`src/rtl/loader_write_bridge_pkg.sv`:
```
// loader_write_bridge_pkg: shared widths, FSM encoding and FIFO entry type for the loader write bridge
package loader_write_bridge_pkg;
    localparam int ADDR_W_DEF = 22;
    localparam int DATA_W_DEF = 8;
    localparam int DEPTH_LOG2_DEF = 2;
    typedef enum logic {IDLE, ISSUE} state_t;
    typedef struct packed {
        logic [ADDR_W_DEF-1:0] addr;
        logic [DATA_W_DEF-1:0] data;
    } entry_t;
endpackage

```
`src/rtl/loader_write_bridge_if.sv`:
```
// loader_write_bridge_if: loader write input, SDRAM write request and status signals of the bridge
interface loader_write_bridge_if #(
    parameter int ADDR_W = 22,
    parameter int DATA_W = 8,
    parameter int DEPTH_LOG2 = 2
) ();
    logic slot;
    logic downloading;
    logic in_we;
    logic [ADDR_W-1:0] in_addr;
    logic [DATA_W-1:0] in_data;
    logic mem_we;
    logic [ADDR_W-1:0] mem_addr;
    logic [DATA_W-1:0] mem_data;
    logic pending;
    logic [DEPTH_LOG2:0] level;
    logic overflow;
    modport slave (
        input slot, downloading, in_we, in_addr, in_data,
        output mem_we, mem_addr, mem_data, pending, level, overflow
    );
    modport master (
        output slot, downloading, in_we, in_addr, in_data,
        input mem_we, mem_addr, mem_data, pending, level, overflow
    );
endinterface

```
`src/rtl/loader_write_bridge_fifo.sv`:
```
// loader_write_fifo: small synchronous FIFO with flush; a push in the flush cycle lands in the emptied buffer
module loader_write_fifo #(
    parameter int W = 30,
    parameter int DEPTH_LOG2 = 2
) (
    input  logic                  clk,
    input  logic                  reset,
    input  logic                  flush,
    input  logic                  push,
    input  logic                  pop,
    input  logic [W-1:0]          din,
    output logic [W-1:0]          dout,
    output logic                  full,
    output logic                  empty,
    output logic [DEPTH_LOG2:0]   level
);
    localparam int DEPTH = 1 << DEPTH_LOG2;
    logic [W-1:0] mem [DEPTH];
    logic [DEPTH_LOG2-1:0] wr_q, rd_q;
    logic [DEPTH_LOG2:0] cnt_q;
    logic push_ok;
    assign full = cnt_q == (DEPTH_LOG2+1)'(DEPTH);
    assign empty = cnt_q == '0;
    assign level = cnt_q;
    assign dout = mem[rd_q];
    // a pop on a full buffer frees the slot the same-cycle push needs
    assign push_ok = push & (flush | ~full | pop);
    always_ff @(posedge clk) begin
        if (push_ok) mem[flush ? '0 : wr_q] <= din;
    end
    always_ff @(posedge clk or posedge reset) begin
        if (reset) begin
            wr_q <= '0;
            rd_q <= '0;
            cnt_q <= '0;
        end else if (flush) begin
            wr_q <= DEPTH_LOG2'(push_ok);
            rd_q <= '0;
            cnt_q <= (DEPTH_LOG2+1)'(push_ok);
        end else begin
            wr_q <= wr_q + DEPTH_LOG2'(push_ok);
            rd_q <= rd_q + DEPTH_LOG2'(pop);
            cnt_q <= cnt_q + (DEPTH_LOG2+1)'(push_ok) - (DEPTH_LOG2+1)'(pop);
        end
    end
endmodule

```
`src/rtl/loader_write_bridge.sv`:
```
// loader_write_bridge: buffers loader byte writes and replays them to SDRAM, one per NES memory slot
module loader_write_bridge
    import loader_write_bridge_pkg::*;
#(
    parameter int ADDR_W = ADDR_W_DEF,
    parameter int DATA_W = DATA_W_DEF,
    parameter int DEPTH_LOG2 = DEPTH_LOG2_DEF
) (
    input logic clk,
    input logic reset,
    loader_write_bridge_if.slave bus
);
    state_t state_q, state_d;
    logic [ADDR_W+DATA_W-1:0] head;
    logic [ADDR_W-1:0] addr_q;
    logic [DATA_W-1:0] data_q;
    logic [DEPTH_LOG2:0] level;
    logic full, empty, pop, rise, dl_q, overflow_q;
    assign rise = bus.downloading & ~dl_q;
    // the flush cycle sees an empty buffer, so an issue in flight finishes its slot and then idles
    assign pop = bus.slot & ~empty & ~rise;
    loader_write_fifo #(.W(ADDR_W + DATA_W), .DEPTH_LOG2(DEPTH_LOG2)) u_fifo (
        .clk(clk),
        .reset(reset),
        .flush(rise),
        .push(bus.in_we),
        .pop(pop),
        .din({bus.in_addr, bus.in_data}),
        .dout(head),
        .full(full),
        .empty(empty),
        .level(level)
    );
    always_comb state_d = bus.slot ? (pop ? ISSUE : IDLE) : state_q;
    always_ff @(posedge clk or posedge reset) begin
        if (reset) begin
            state_q <= IDLE;
            dl_q <= 1'b0;
            addr_q <= '0;
            data_q <= '0;
            overflow_q <= 1'b0;
        end else begin
            state_q <= state_d;
            dl_q <= bus.downloading;
            if (pop) {addr_q, data_q} <= head;
            overflow_q <= ~rise & (overflow_q | (bus.in_we & full & ~pop));
        end
    end
    assign bus.mem_we = state_q == ISSUE;
    assign bus.mem_addr = addr_q;
    assign bus.mem_data = data_q;
    assign bus.level = level;
    assign bus.overflow = overflow_q;
    assign bus.pending = (level != '0) | bus.mem_we;
endmodule
```
`src/flat_wrapper.sv`:
```
// flat-port wrapper written by rule: the top's interface ports become plain ports
module loader_write_bridge_flat import loader_write_bridge_pkg::*;
#(
    parameter int ADDR_W = ADDR_W_DEF,
    parameter int DATA_W = DATA_W_DEF,
    parameter int DEPTH_LOG2 = DEPTH_LOG2_DEF
)
  (clk, reset, bus_slot, bus_downloading, bus_in_we, bus_in_addr, bus_in_data, bus_mem_we, bus_mem_addr, bus_mem_data, bus_pending, bus_level, bus_overflow);
  loader_write_bridge_if #(.ADDR_W(ADDR_W), .DATA_W(DATA_W), .DEPTH_LOG2(DEPTH_LOG2)) bus_i ();
  input logic clk;
  input logic reset;
  input wire logic [$bits(bus_i.slot)-1:0] bus_slot;
  input wire logic [$bits(bus_i.downloading)-1:0] bus_downloading;
  input wire logic [$bits(bus_i.in_we)-1:0] bus_in_we;
  input wire logic [$bits(bus_i.in_addr)-1:0] bus_in_addr;
  input wire logic [$bits(bus_i.in_data)-1:0] bus_in_data;
  output wire logic [$bits(bus_i.mem_we)-1:0] bus_mem_we;
  output wire logic [$bits(bus_i.mem_addr)-1:0] bus_mem_addr;
  output wire logic [$bits(bus_i.mem_data)-1:0] bus_mem_data;
  output wire logic [$bits(bus_i.pending)-1:0] bus_pending;
  output wire logic [$bits(bus_i.level)-1:0] bus_level;
  output wire logic [$bits(bus_i.overflow)-1:0] bus_overflow;
  assign bus_i.slot = bus_slot;
  assign bus_i.downloading = bus_downloading;
  assign bus_i.in_we = bus_in_we;
  assign bus_i.in_addr = bus_in_addr;
  assign bus_i.in_data = bus_in_data;
  assign bus_mem_we = bus_i.mem_we;
  assign bus_mem_addr = bus_i.mem_addr;
  assign bus_mem_data = bus_i.mem_data;
  assign bus_pending = bus_i.pending;
  assign bus_level = bus_i.level;
  assign bus_overflow = bus_i.overflow;
  loader_write_bridge #(.ADDR_W(ADDR_W), .DATA_W(DATA_W), .DEPTH_LOG2(DEPTH_LOG2)) u_core (.clk(clk), .reset(reset), .bus(bus_i));
endmodule
```
`config.mk`:
```
export PLATFORM = sky130hd
export DESIGN_NAME = loader_write_bridge_flat
export DESIGN_NICKNAME = d
export VERILOG_FILES = /design/src/rtl/loader_write_bridge_pkg.sv /design/src/rtl/loader_write_bridge_if.sv /design/src/rtl/loader_write_bridge_fifo.sv /design/src/rtl/loader_write_bridge.sv /design/src/flat_wrapper.sv
export SDC_FILE = /design/constraint.sdc
export NUM_CORES = 1
export LEC_CHECK = 0
export BUFFER_PORTS_ARGS = -buffer_cell sky130_fd_sc_hd__buf_2
export CAP_MARGIN = 20
export CORE_UTILIZATION = 53
export DETAILED_ROUTE_END_ITERATION = 7
export PLACE_DENSITY = 0.75
export SYNTH_ARGS = -nofsm -noshare
export SYNTH_HDL_FRONTEND = slang
export SYNTH_HIERARCHICAL = 1
export SYNTH_SLANG_ARGS = --single-unit
```
`constraint.sdc`:
```
create_clock -name clk -period 9.4 [get_ports clk]
set_input_delay 1.41 -clock clk [delete_from_list [all_inputs] [get_ports clk]]
set_output_delay 1.41 -clock clk [all_outputs]
set_load 0.01 [all_outputs]
```
==> results of run 1 <==
-- flip-flops by register name (all words and copies together) (netlist names) --
register,cells
u_core/u_fifo/mem,120
u_core/dl_q,1
u_core/bus.mem_we,1
u_core/bus.overflow,1
u_core/u_fifo/wr_q,2
u_core/bus.mem_addr,22
u_core/bus.mem_data,8
u_core/u_fifo/level,3
u_core/u_fifo/rd_q,2
-- layer usage --
| layer | GRT usage, % | vias to the layer above | wire, um |
|---|---|---|---|
| met5 | 0 | - | 0 |
| met4 | 8.19 | 0 | 182 |
| met3 | 4.33 | 15 | 378 |
| met2 | 30.3 | 71 | 5130 |
| met1 | 26.7 | 1494 | 4640 |
| li1 | - | 1270 | - |
-- synthesized netlist by cell type, types with 2 or more instances --
library cell / count
edfxtp_1: 120
nor4b_1: 3
ha_1: 4
xnor2_1: 2
inv_1: 8
buf_4: 3
buf_6: 3
mux2_4: 29
nand2_1: 2
buf_2: 3
dfrtp_1: 40
o21ai_0: 3
nor2_1: 5
mux4_2: 30
nor3_1: 2
-- through the flow --
stage                     total power, W  instance area [sq um]  instances
after floorplan                  0.00146                   6130        273
after global placement           0.00162                   6640        478
after detailed placement         0.00164                   6650        479
after CTS                        0.00228                   7200        511
after global routing             0.00238                   7230        514
final                            0.00227                   7230        514
-- worst paths after layout --
kind	startpoint	endpoint	slack [ns]	cells after the start
worst max-delay path	bus_downloading	u_core/u_fifo/level[2]	5.50	13
worst min-delay path	u_core/bus.mem_data[1]	u_core/bus.mem_data[1]	0.50	1
worst max register to register	u_core/u_fifo/level[1]	u_core/u_fifo/level[2]	6.06	13
worst min register to register	u_core/bus.mem_data[1]	u_core/bus.mem_data[1]	0.50	1
max in group asynchronous	reset	u_core/bus.mem_addr[6]	7.74	2
min in group asynchronous	reset	u_core/u_fifo/wr_q[1]	0.95	2
-- power groups by stage --
| stage | Sequential (W) | Clock (W) | Combinational [W] |
|---|---|---|---|
| CTS | 0.00107 | 0.000645 | 0.000566 |
| finish | 0.00104 | 0.000634 | 0.000597 |
| global placement | 0.00107 | 0 | 0.000547 |
| detailed placement | 0.00107 | 0 | 0.000562 |
| global route | 0.00106 | 0.000676 | 0.000644 |
| floorplan | 0.00105 | 0 | 0.000417 |
-- kinds of logic (layout without fill, tap and decap cells) --
| group | count (synthesis) | in the layout | synth area share [%] |
|---|---|---|---|
| flops | 160 | 160 | 75.1 |
| compound gates | 7 | 7 | 0.715 |
| xor+xnor | 3 | 3 | 0.715 |
| fa+ha+maj | 5 | 5 | 1.14 |
| buf+inv | 18 | 119 | 1.71 |
| simple gates | 20 | 20 | 2.27 |
| mux | 60 | 60 | 18.3 |
-- area by class of cell --
cell class / count / share of cell area, %
Multi-Input combinational cell: 95 / 20.0
Clock buffer: 22 / 6.42
Tap cell: 140 / 2.42
Timing Repair Buffer: 79 / 5.91
Clock inverter: 10 / 1.19
Inverter: 8 / 0.415
Sequential cell: 160 / 63.7
==> flow_summary_export.csv, run 1 <==
group,metric,value,unit
final_layout,register_cell_area_after_layout,4610,sq um
yosys,ys_seq_area_share,75.1,%
timing,holdWs,0.503,ns
floorplanning,design.die.area,12000,sq um
pwr,irDropWorstVdd,148,uV
yosys,synth_cell_types,31,
yosys,syn-instance-count,273,
timing,post-route-period-util,41.5,%
final_layout,antenna_cells,0,
global_routing,grt_pass1_wl,16100,um
routing,drtAntennaViolNets,0,
yosys,synth-edff-count,120,
timing,final_hold_viol_count,0,
setup_path,crit_chain,"buf_2 -> nor2b_4 -> nor2_4 -> buf_4 -> or4b_1 -> o21ai_0 -> ha_1 -> inv_1 -> ha_1 -> inv_1 -> fa_1 -> xnor3_4 -> nor2_1",
pwr,internal_power,0.00165,W
timing,timing_max_transition_violations_final,0,
routing,detail_route.iter0.violations,146,
setup_path,timing.critical_path.fanout_max,34,
timing,achievable_clock_frequency,256,MHz
hold_path,hp-class,"reg2reg",
timing,rsz0062_at_grt,"false",
placed_design,place_hpwl,5950,um
timing,finalSetupViolCount,0,
global_routing,grt_start_max_net_pins,35,
pwr,total_switching_power,0.000613,W
clock_tree,cts_root_buffer,"clkbuf_16",
yosys,main_area_contributors_after_synthesis,"edfxtp_1 (59%), dfrtp_1 (16%), mux4_2 (11%), mux2_4 (7.1%), ha_1 (0.82%)",
global_routing,gr-total-overflow,0,
setup_path,critPathRequiredTime,9.74,ns
clock_tree,clock_tree.htree_level_count,4,
yosys,share_of_the_synthesized_area_in_the_top_cell_type,58.8,%
final_layout,layout_common_cells,"edfxtp_1 (120), buf_2 (70), dfrtp_1 (38), mux4_2 (30), mux2_4 (29)",
yosys,synthArstFlopShare,25.0,%
floorplanning,die_h,110,um
final_layout,fillerInstances,722,
routing,route.detailed.drc,0,
timing,timing.max_slew.rel_slack,28.9,%
global_routing,track_usage,19.4,%
clock_tree,cts-buffers-inserted,17,
pwr,sequentialPowerShare,45.7,%
final_layout,syn2layout_area_growth,18.0,%
run,maxCapViolCount,0,
clock_tree,cts.sink_count,160,
setup_path,timing.critical_path.max_delay_family,"simple AND/OR/NAND/NOR gates",
routing,drt-vias-per-instance,5.54,
setup_path,critPathBufInv,4,
timing,postLayoutSetupSlackWorst,5.50,ns
clock_tree,clockBufferDepth,2,
timing,final.setup.tns,0,ns
yosys,yosys_synthesis_warning_count,6,
placed_design,port-buffer-count,70,
timing,finClkSkew,0.0124,ns
final_layout,share_of_final_layout_standard_cells_stronger_than_drive_strength_1,47.9,%
timing,worst_slew_pin_slew,1.06,ns
routing,num_vias,2850,
setup_path,cp_data_arrival_time,4.25,ns
floorplanning,top_level_ports,71,
pwr,p_leak,2.73,nW
outcome,outcome,"finished, final reports clean",
clock_tree,worstSkewPairLatency,0.42,ns
timing,min_period,3.90,ns
clock_tree,count_of_cells_resized_by_post_cts_repair,0,
routing,wirelength_routed,10300,um
yosys,synthFlopType,"edfxtp_1",
yosys,synth.ff_latch_count,160,
final_layout,utilization,65.6,%
setup_path,timing_worst_setup_path_type,"in2reg",
clock_tree,post-cts-setup-buffer-count,0,
pwr,clockPowerShare,28.0,%
clock_tree,tritoncts,"yes",
routing,routed_wire_per_std_cell,20.1,um
placed_design,gp_congestion,0.757,
final_layout,layout.nets,401,
setup_path,crit_end_category,"flop",
clock_tree,worst_path_clk_slew,0.06,ns
global_routing,antenna_violations_before_repair,0,
pwr,switching_share,27.1,%
routing,detail_route.first_pass.iterations,5,
setup_path,crit_slowest_cell,"or4b_1",
floorplanning,floorplan.rows,38,
floorplanning,initial_core_util,55.6,%
pwr,combPwrFrac,26.3,%
placed_design,dp_worst_setup_slack,4.90,ns
final_layout,multi_input_gate_area_in_the_final_layout,1440,sq um
yosys,syn-cell-area,6130,sq um
yosys,synth_largest_area_cell,"edfxtp_1",
yosys,synth_nets,313,
global_routing,grt_pass1_vias,2959,
setup_path,element_type_at_the_critical_path_start,"primary input",
pwr,power_density,313,nW/um^2
floorplanning,core_region_area,11000,sq um
floorplanning,die_width,110,um
yosys,syn_area_per_cell,22.4,sq um
final_layout,layout.cells.most_common,"edfxtp_1",
setup_path,critical-path-max-stage-delay,0.57,ns
clock_tree,postCtsHoldBufs,0,
Note: power is estimated with default switching activity, not from simulation.
==> run 2, diff against run 1 <==
--- a/config.mk
+++ b/config.mk
@@ -5,11 +5,12 @@
 export SDC_FILE = /design/constraint.sdc
 export NUM_CORES = 1
 export LEC_CHECK = 0
+export ABC_AREA = 1
 export BUFFER_PORTS_ARGS = -buffer_cell sky130_fd_sc_hd__buf_2
 export CAP_MARGIN = 20
-export CORE_UTILIZATION = 53
+export CORE_UTILIZATION = 52
 export DETAILED_ROUTE_END_ITERATION = 7
-export PLACE_DENSITY = 0.75
+export PLACE_DENSITY = 0.77
 export SYNTH_ARGS = -nofsm -noshare
 export SYNTH_HDL_FRONTEND = slang
 export SYNTH_HIERARCHICAL = 1
==> constraint.sdc (replaced) <==
create_clock -name clk -period 3.5 [get_ports clk]
set_input_delay 0.525 -clock clk [delete_from_list [all_inputs] [get_ports clk]]
set_output_delay 0.525 -clock clk [all_outputs]
set_load 0.01 [all_outputs]
==> run 2 against run 1 <==
Synthesized area increased by 6.0%. Cell count increased by 57%. Die area increased by 7.9%. Critical path depth increased by 3. Synthesized cell count increased by 100%. Register-to-register slack got worse by 5.6 ns. Largest power group unchanged.
==> flow_summary_export.csv, run 2 <==
group,metric,value,unit
yosys,synth_nets,596,
routing,metal2_wl,6220,um
yosys,syn-instance-count,556,
timing,final_hold_viol_count,0,
timing,final.setup.tns,0,ns
clock_tree,worstSkewPairLatency,0.42,ns
routing,top_signal_layer_used,"met4",
setup_path,crit_slowest_cell,"dfrtp_1",
timing,finalSetupViolCount,0,
routing,wirelength_routed,12000,um
placed_design,gp_congestion,0.725,
yosys,synthArstFlopShare,25.0,%
routing,routed_wire_per_std_cell,14.9,um
setup_path,critical-path-max-stage-delay,0.46,ns
setup_path,timing.critical_path.fanout_max,32,
setup_path,critPathLaunch,"u_core/u_fifo/level[1]",
clock_tree,cts.sink_count,160,
setup_path,crit-reg2reg-capture,"u_core/u_fifo/level[2]",
final_layout,utilization,62.7,%
timing,finClkSkew,0.00651,ns
yosys,main_area_contributors_after_synthesis,"edfxtp_1 (55%), dfrtp_1 (15%), nand2_1 (7.9%), inv_1 (4.3%), o211ai_1 (3.5%)",
outcome,outcome,"finished, final reports clean",
routing,detail_route.iter0.violations,284,
yosys,post_synth_xor_area_fraction,0.135,%
setup_path,crit_end_category,"flop",
yosys,synth-edff-count,120,
routing,drtAntennaViolNets,0,
global_routing,grt_pass1_vias,3998,
timing,min_period,3.05,ns
setup_path,reg2reg_depth,16,
yosys,yosys.area_share.simple,11.7,%
floorplanning,top_level_ports,71,
setup_path,critPathRequiredTime,3.81,ns
floorplanning,floorplan.rows,40,
run,maxCapViolCount,0,
routing,route.detailed.drc,0,
timing,rsz0062_at_grt,"false",
global_routing,grt_start_max_net_pins,122,
timing,achievable_clock_frequency,328,MHz
clock_tree,count_of_cells_resized_by_post_cts_repair,0,
final_layout,layout_common_cells,"nand2_1 (136), edfxtp_1 (120), inv_1 (75), buf_2 (70), dfrtp_1 (38)",
yosys,synth_cell_types,21,
pwr,p_leak,3.27,nW
global_routing,gr-total-overflow,0,
floorplanning,initial_core_util,53.6,%
yosys,synth_largest_area_cell,"edfxtp_1",
yosys,synthFlopType,"edfxtp_1",
final_layout,register_name_with_the_most_flops,"u_core/u_fifo/mem",
pwr,power_density,836,nW/um^2
placed_design,dp_cells,771,
yosys,synth_adder_area_share,1.08,%
setup_path,ff_to_ff_setup_slack,0.45,ns
setup_path,timing_worst_setup_path_type,"reg2reg",
global_routing,antenna_violations_before_repair,1,
yosys,synth.most_common_cell,"nand2_1",
timing,timing.max_slew.rel_slack,26.3,%
yosys,synth.area.mux_share,0,%
yosys,ys_seq_area_share,70.9,%
clock_tree,post-cts-setup-buffer-count,0,
global_routing,grt_pass1_wl,19500,um
yosys,yosys_synthesis_warning_count,6,
floorplanning,die_h,114,um
clock_tree,postCtsHoldBufs,0,
timing,post-route-period-util,87.0,%
timing,worst_slew_pin_slew,1.11,ns
yosys,synth-compound-area-share,8.55,%
setup_path,timing.critical_path.mode_cell,"inv_1",
routing,detail_route.first_pass.iterations,7,
final_layout,layout.cells.most_common,"nand2_1",
floorplanning,die_width,114,um
placed_design,place_hpwl,7390,um
routing,met3_wirelength,581,um
routing,num_vias,4072,
floorplanning,design.die.area,12900,sq um
global_routing,track_usage,20.4,%
setup_path,cp_data_arrival_time,3.36,ns
floorplanning,core_region_area,12100,sq um
hold_path,hp-class,"in2async",
yosys,syn_area_per_cell,11.7,sq um
yosys,dominant_combinational_cell_family_by_area_after_synthesis,"simple AND/OR/NAND/NOR gates",
clock_tree,cts-buffers-inserted,17,
yosys,most_used_standard_cells_in_the_synthesized_netlist,"nand2_1 (136), edfxtp_1 (120), inv_1 (75)",
setup_path,element_type_at_the_critical_path_start,"flop",
setup_path,critical_path.endpoint,"u_core/u_fifo/level[2]",
clock_tree,clockBufferDepth,2,
final_layout,final-instance-count-excl-fill,805,
yosys,syn-cell-area,6490,sq um
setup_path,timing.rr.start,"u_core/u_fifo/level[1]",
final_layout,layout.nets,663,
clock_tree,clock_tree.htree_level_count,4,
pwr,irDropWorstVdd,411,uV
routing,drt-vias-per-instance,5.06,
final_layout,syn2layout_area_growth,16.9,%
yosys,synth.ff_latch_count,160,
clock_tree,tritoncts,"yes",
final_layout,share_of_final_layout_standard_cells_stronger_than_drive_strength_1,18.7,%
routing,wl_met1,5050,um
final_layout,number_of_flip_flops_under_the_largest_register_name,120,
timing,timing_max_transition_violations_final,0,
clock_tree,cts_root_buffer,"clkbuf_16",
setup_path,crit_chain,"inv_1 -> nand2_1 -> nor2_1 -> nor2_4 -> nand2_4 -> inv_1 -> nor2_1 -> nand3_1 -> nand2_2 -> ha_1 -> inv_1 -> ha_1 -> inv_1 -> fa_1 -> a21oi_1 -> nor2_1",
yosys,share_of_the_synthesized_area_in_the_top_cell_type,55.5,%
clock_tree,worst_path_clk_slew,0.06,ns
placed_design,port-buffer-count,70,
[run 2: cell types whose count changed after synthesis, moves of 30 or more]
cell      change
nand2_1     +134
inv_1        +67
a21oi_1      +33
nand3_1      +33
mux4_2       -30
o211ai_1     +30
[run 2: worst min path at each step]
stage / end / slack [ns]
2_1_floorplan: u_core/u_fifo/level[0] / 0.33
3_3_place_gp: u_core/bus.mem_addr[7] / 0.45
3_5_place_dp: u_core/bus.mem_addr[3] / 0.45
4_1_cts: u_core/u_fifo/rd_q[0] / 0.04
5_1_grt: u_core/u_fifo/rd_q[0] / 0.06
6_report: u_core/u_fifo/wr_q[1] / 0.04
[run 2: report_power, final]
group          leakage, nW  total [W]  switching (W)  internal (W)
registers             1.59    0.00278       0.000285       0.00249
logic                 1.39    0.00165        0.00103      0.000613
clock network        0.297    0.00192       0.000699       0.00122
[run 2: critical path, delay by kind of cell, from the launching register on]
| kind | cells | cell delay (ns) |
|---|---|---|
| adders and majority gates | 3 | 0.81 |
| AOI/OAI and AO/OA | 1 | 0.14 |
| DFF | 1 | 0.46 |
| buffers and inverters | 4 | 0.35 |
| and+or+nand+nor | 8 | 1.19 |
[run 2: logic make-up after synthesis]
family | Yosys count
AOI/OAI and AO/OA | 96
xor gates and xnor gates | 1
adders and majority gates | 5
buffers and inverters | 108
DFF | 160
and+or+nand+nor | 186
[run 2: routing by layer]
| layer | GRT usage, % | vias up |
|---|---|---|
| li1 | - | 2005 |
| met1 | 23.6 | 1947 |
| met2 | 35.2 | 105 |
| met3 | 5.31 | 15 |
| met4 | 10.1 | 0 |
| met5 | 0 | - |
[run 2: layout make-up]
| type | instances | area, sq um |
|---|---|---|
| antenna | 1 | 2.50 |
| multi-input combinational | 288 | 1420 |
| inverter | 78 | 293 |
| clock inverter | 11 | 161 |
| tap | 168 | 210 |
| clock buffer | 21 | 460 |
| fill | 952 | 4520 |
| sequential | 160 | 4610 |
| timing repair buffer | 78 | 430 |
[run 2: stage by stage]
stage	area [sq um]	hold WS (ns)	setup WS [ns]	total power, W
after floorplan	6490	0.328	0.426	0.00398
after global placement	6940	0.449	0.602	0.00436
after detailed placement	6940	0.454	0.456	0.00444
after CTS	7560	0.0372	0.447	0.00637
after global routing	7590	0.0634	0.253	0.00673
final	7590	0.0449	0.453	0.00635
==> run 3, diff against run 2 <==
--- a/config.mk
+++ b/config.mk
@@ -8,9 +8,9 @@
 export ABC_AREA = 1
 export BUFFER_PORTS_ARGS = -buffer_cell sky130_fd_sc_hd__buf_2
 export CAP_MARGIN = 20
-export CORE_UTILIZATION = 52
+export CORE_UTILIZATION = 53
 export DETAILED_ROUTE_END_ITERATION = 7
-export PLACE_DENSITY = 0.77
+export PLACE_DENSITY = 0.75
 export SYNTH_ARGS = -nofsm -noshare
 export SYNTH_HDL_FRONTEND = slang
 export SYNTH_HIERARCHICAL = 1
==> constraint.sdc (replaced) <==
create_clock -name clk -period 3.55 [get_ports clk]
set_input_delay 0.5325 -clock clk [delete_from_list [all_inputs] [get_ports clk]]
set_output_delay 0.5325 -clock clk [all_outputs]
set_load 0.01 [all_outputs]
==> run 3 against run 2 <==
Design area is 0.38% higher. Critical path depth stayed put. Non-clock buffer count is 4 higher. Critical endpoint unchanged. Count of clock-buffer cells in the layout is 1 higher. Worst setup slack better by 0.0060 ns. Sequential power fell by 2%.
==> flow_summary_export.csv, run 3 (synthesis gave the netlist of run 2 again) <==
group,metric,value,unit
pwr,irDropWorstVdd,438,uV
setup_path,critical-path-max-stage-delay,0.46,ns
setup_path,timing.critical_path.max_delay_family,"simple AND/OR/NAND/NOR gates",
clock_tree,tritoncts,"yes",
floorplanning,design.die.area,12700,sq um
setup_path,critPathBufInv,4,
final_layout,share_of_final_layout_standard_cells_stronger_than_drive_strength_1,19.5,%
timing,timing.max_slew.rel_slack,57.1,%
clock_tree,cts_root_buffer,"clkbuf_16",
floorplanning,die_width,113,um
clock_tree,worst_path_clk_slew,0.06,ns
floorplanning,initial_core_util,54.3,%
timing,final.setup.tns,0,ns
clock_tree,cts-buffers-inserted,17,
timing,rsz0062_at_grt,"false",
global_routing,grt_pass1_vias,4010,
routing,detail_route.first_pass.iterations,5,
timing,finClkSkew,0.00935,ns
global_routing,grt_pass1_wl,19800,um
setup_path,timing_worst_setup_path_type,"reg2reg",
global_routing,gr-total-overflow,0,
placed_design,port-buffer-count,70,
global_routing,grt_start_max_net_pins,122,
setup_path,cp_data_arrival_time,3.40,ns
routing,num_vias,4146,
timing,finalSetupViolCount,0,
setup_path,crit_end_category,"flop",
setup_path,worstSetupPathDepth,16,
routing,drtAntennaViolNets,0,
floorplanning,die_h,113,um
timing,worst_slew_pin_slew,0.640,ns
hold_path,hp-class,"in2async",
routing,routed_wire_per_std_cell,15.8,um
global_routing,antenna_violations_before_repair,2,
placed_design,place_hpwl,7630,um
clock_tree,count_of_cells_resized_by_post_cts_repair,0,
final_layout,syn2layout_area_growth,17.3,%
timing,post-route-period-util,87.1,%
setup_path,crit_slowest_cell,"dfrtp_1",
outcome,outcome,"finished, final reports clean",
clock_tree,cts.sink_count,160,
clock_tree,clockBufferDepth,2,
timing,achievable_clock_frequency,324,MHz
placed_design,gp_congestion,0.808,
setup_path,crit_chain,"inv_1 -> nand2_1 -> nor2_1 -> nor2_4 -> nand2_4 -> inv_1 -> nor2_1 -> nand3_1 -> nand2_2 -> ha_1 -> inv_1 -> ha_1 -> inv_1 -> fa_1 -> a21oi_1 -> nor2_1",
floorplanning,floorplan.rows,40,
timing,final_hold_viol_count,0,
final_layout,layout_common_cells,"nand2_1 (136), edfxtp_1 (120), inv_1 (74), buf_2 (70), dfrtp_1 (38)",
setup_path,reg2reg_depth,16,
timing,timing_max_transition_violations_final,0,
routing,route.detailed.drc,0,
clock_tree,worstSkewPairLatency,0.43,ns
setup_path,timing.critical_path.mode_cell,"inv_1",
pwr,power_density,829,nW/um^2
setup_path,element_type_at_the_critical_path_start,"flop",
timing,min_period,3.09,ns
pwr,p_total,0.00632,W
final_layout,layout.cells.most_common,"nand2_1",
clock_tree,clock_tree.htree_level_count,4,
floorplanning,core_region_area,12000,sq um
setup_path,timing.critical_path.fanout_max,32,
final_layout,layout.nets,667,
floorplanning,top_level_ports,71,
final_layout,register_name_with_the_most_flops,"u_core/u_fifo/mem",
pwr,p_leak,3.31,nW
setup_path,critPathRequiredTime,3.86,ns
clock_tree,post-cts-setup-buffer-count,0,
final_layout,number_of_flip_flops_under_the_largest_register_name,120,
routing,drt-vias-per-instance,5.26,
routing,wirelength_routed,12500,um
global_routing,track_usage,21.0,%
run,maxCapViolCount,0,
clock_tree,postCtsHoldBufs,0,
routing,detail_route.iter0.violations,227,
==> run 3: report_power, final <==
part | internal [W] | switching [W]
combinational | 0.000627 | 0.00106
clock | 0.00119 | 0.000716
sequential | 0.00246 | 0.000270
==> run 3: worst register-to-register path: cells and delay by family, from the launching register on <==
family / cells / cell delay [ns]
simple gates: 8 / 1.20
compound gates: 1 / 0.16
flops: 1 / 0.46
fa+ha+maj: 3 / 0.81
buf+inv: 4 / 0.35
==> run 3: metal layers <==
| metal | routed length, um | vias up | part of all wire, % | track usage (%) |
|---|---|---|---|---|
| met4 | 335 | 0 | 2.7 | 10.6 |
| met1 | 5270 | 1985 | 42 | 25.2 |
| met3 | 573 | 28 | 4.6 | 5.89 |
| met5 | 0 | - | 0 | 0 |
| met2 | 6310 | 121 | 51 | 35.2 |
| li1 | - | 2012 | - | - |
==> run 3: path summary, 6_finish.rpt <==
check | slack (ns) | end | from
hold / removal | 0.05 | u_core/u_fifo/wr_q[1] | reset
max in group asynchronous | 2.78 | u_core/bus.mem_addr[7] | reset
setup reg to reg | 0.46 | u_core/u_fifo/level[2] | u_core/u_fifo/level[1]
hold reg to reg | 0.46 | u_core/bus.mem_data[0] | u_core/bus.mem_data[0]
setup / recovery | 0.46 | u_core/u_fifo/level[2] | u_core/u_fifo/level[1]
min in group clk | 0.23 | u_core/dl_q | bus_downloading
==> run 3: area by class of cell <==
class	instances	area [sq um]
repair buffers	82	473
multi-input cells	288	1420
flip-flops and latches	160	4610
diodes	1	2.50
clock inverters	10	150
fillers	875	4340
inverters	78	293
clock buffers	22	484
well taps	147	184
==> run 3: through the flow <==
| step | util (%) | hold slack [ns] | setup WS [ns] | cell area, sq um | instances |
|---|---|---|---|---|---|
| final | 63.7 | 0.0463 | 0.459 | 7620 | 788 |
| after global placement | 58.0 | 0.450 | 0.621 | 6940 | 753 |
| after floorplan | - | 0.336 | 0.476 | 6490 | 556 |
| after detailed placement | 58.0 | 0.454 | 0.469 | 6940 | 753 |
| after global routing | 63.7 | 0.0569 | 0.261 | 7620 | 788 |
| after CTS | 63.3 | 0.0411 | 0.458 | 7570 | 785 |
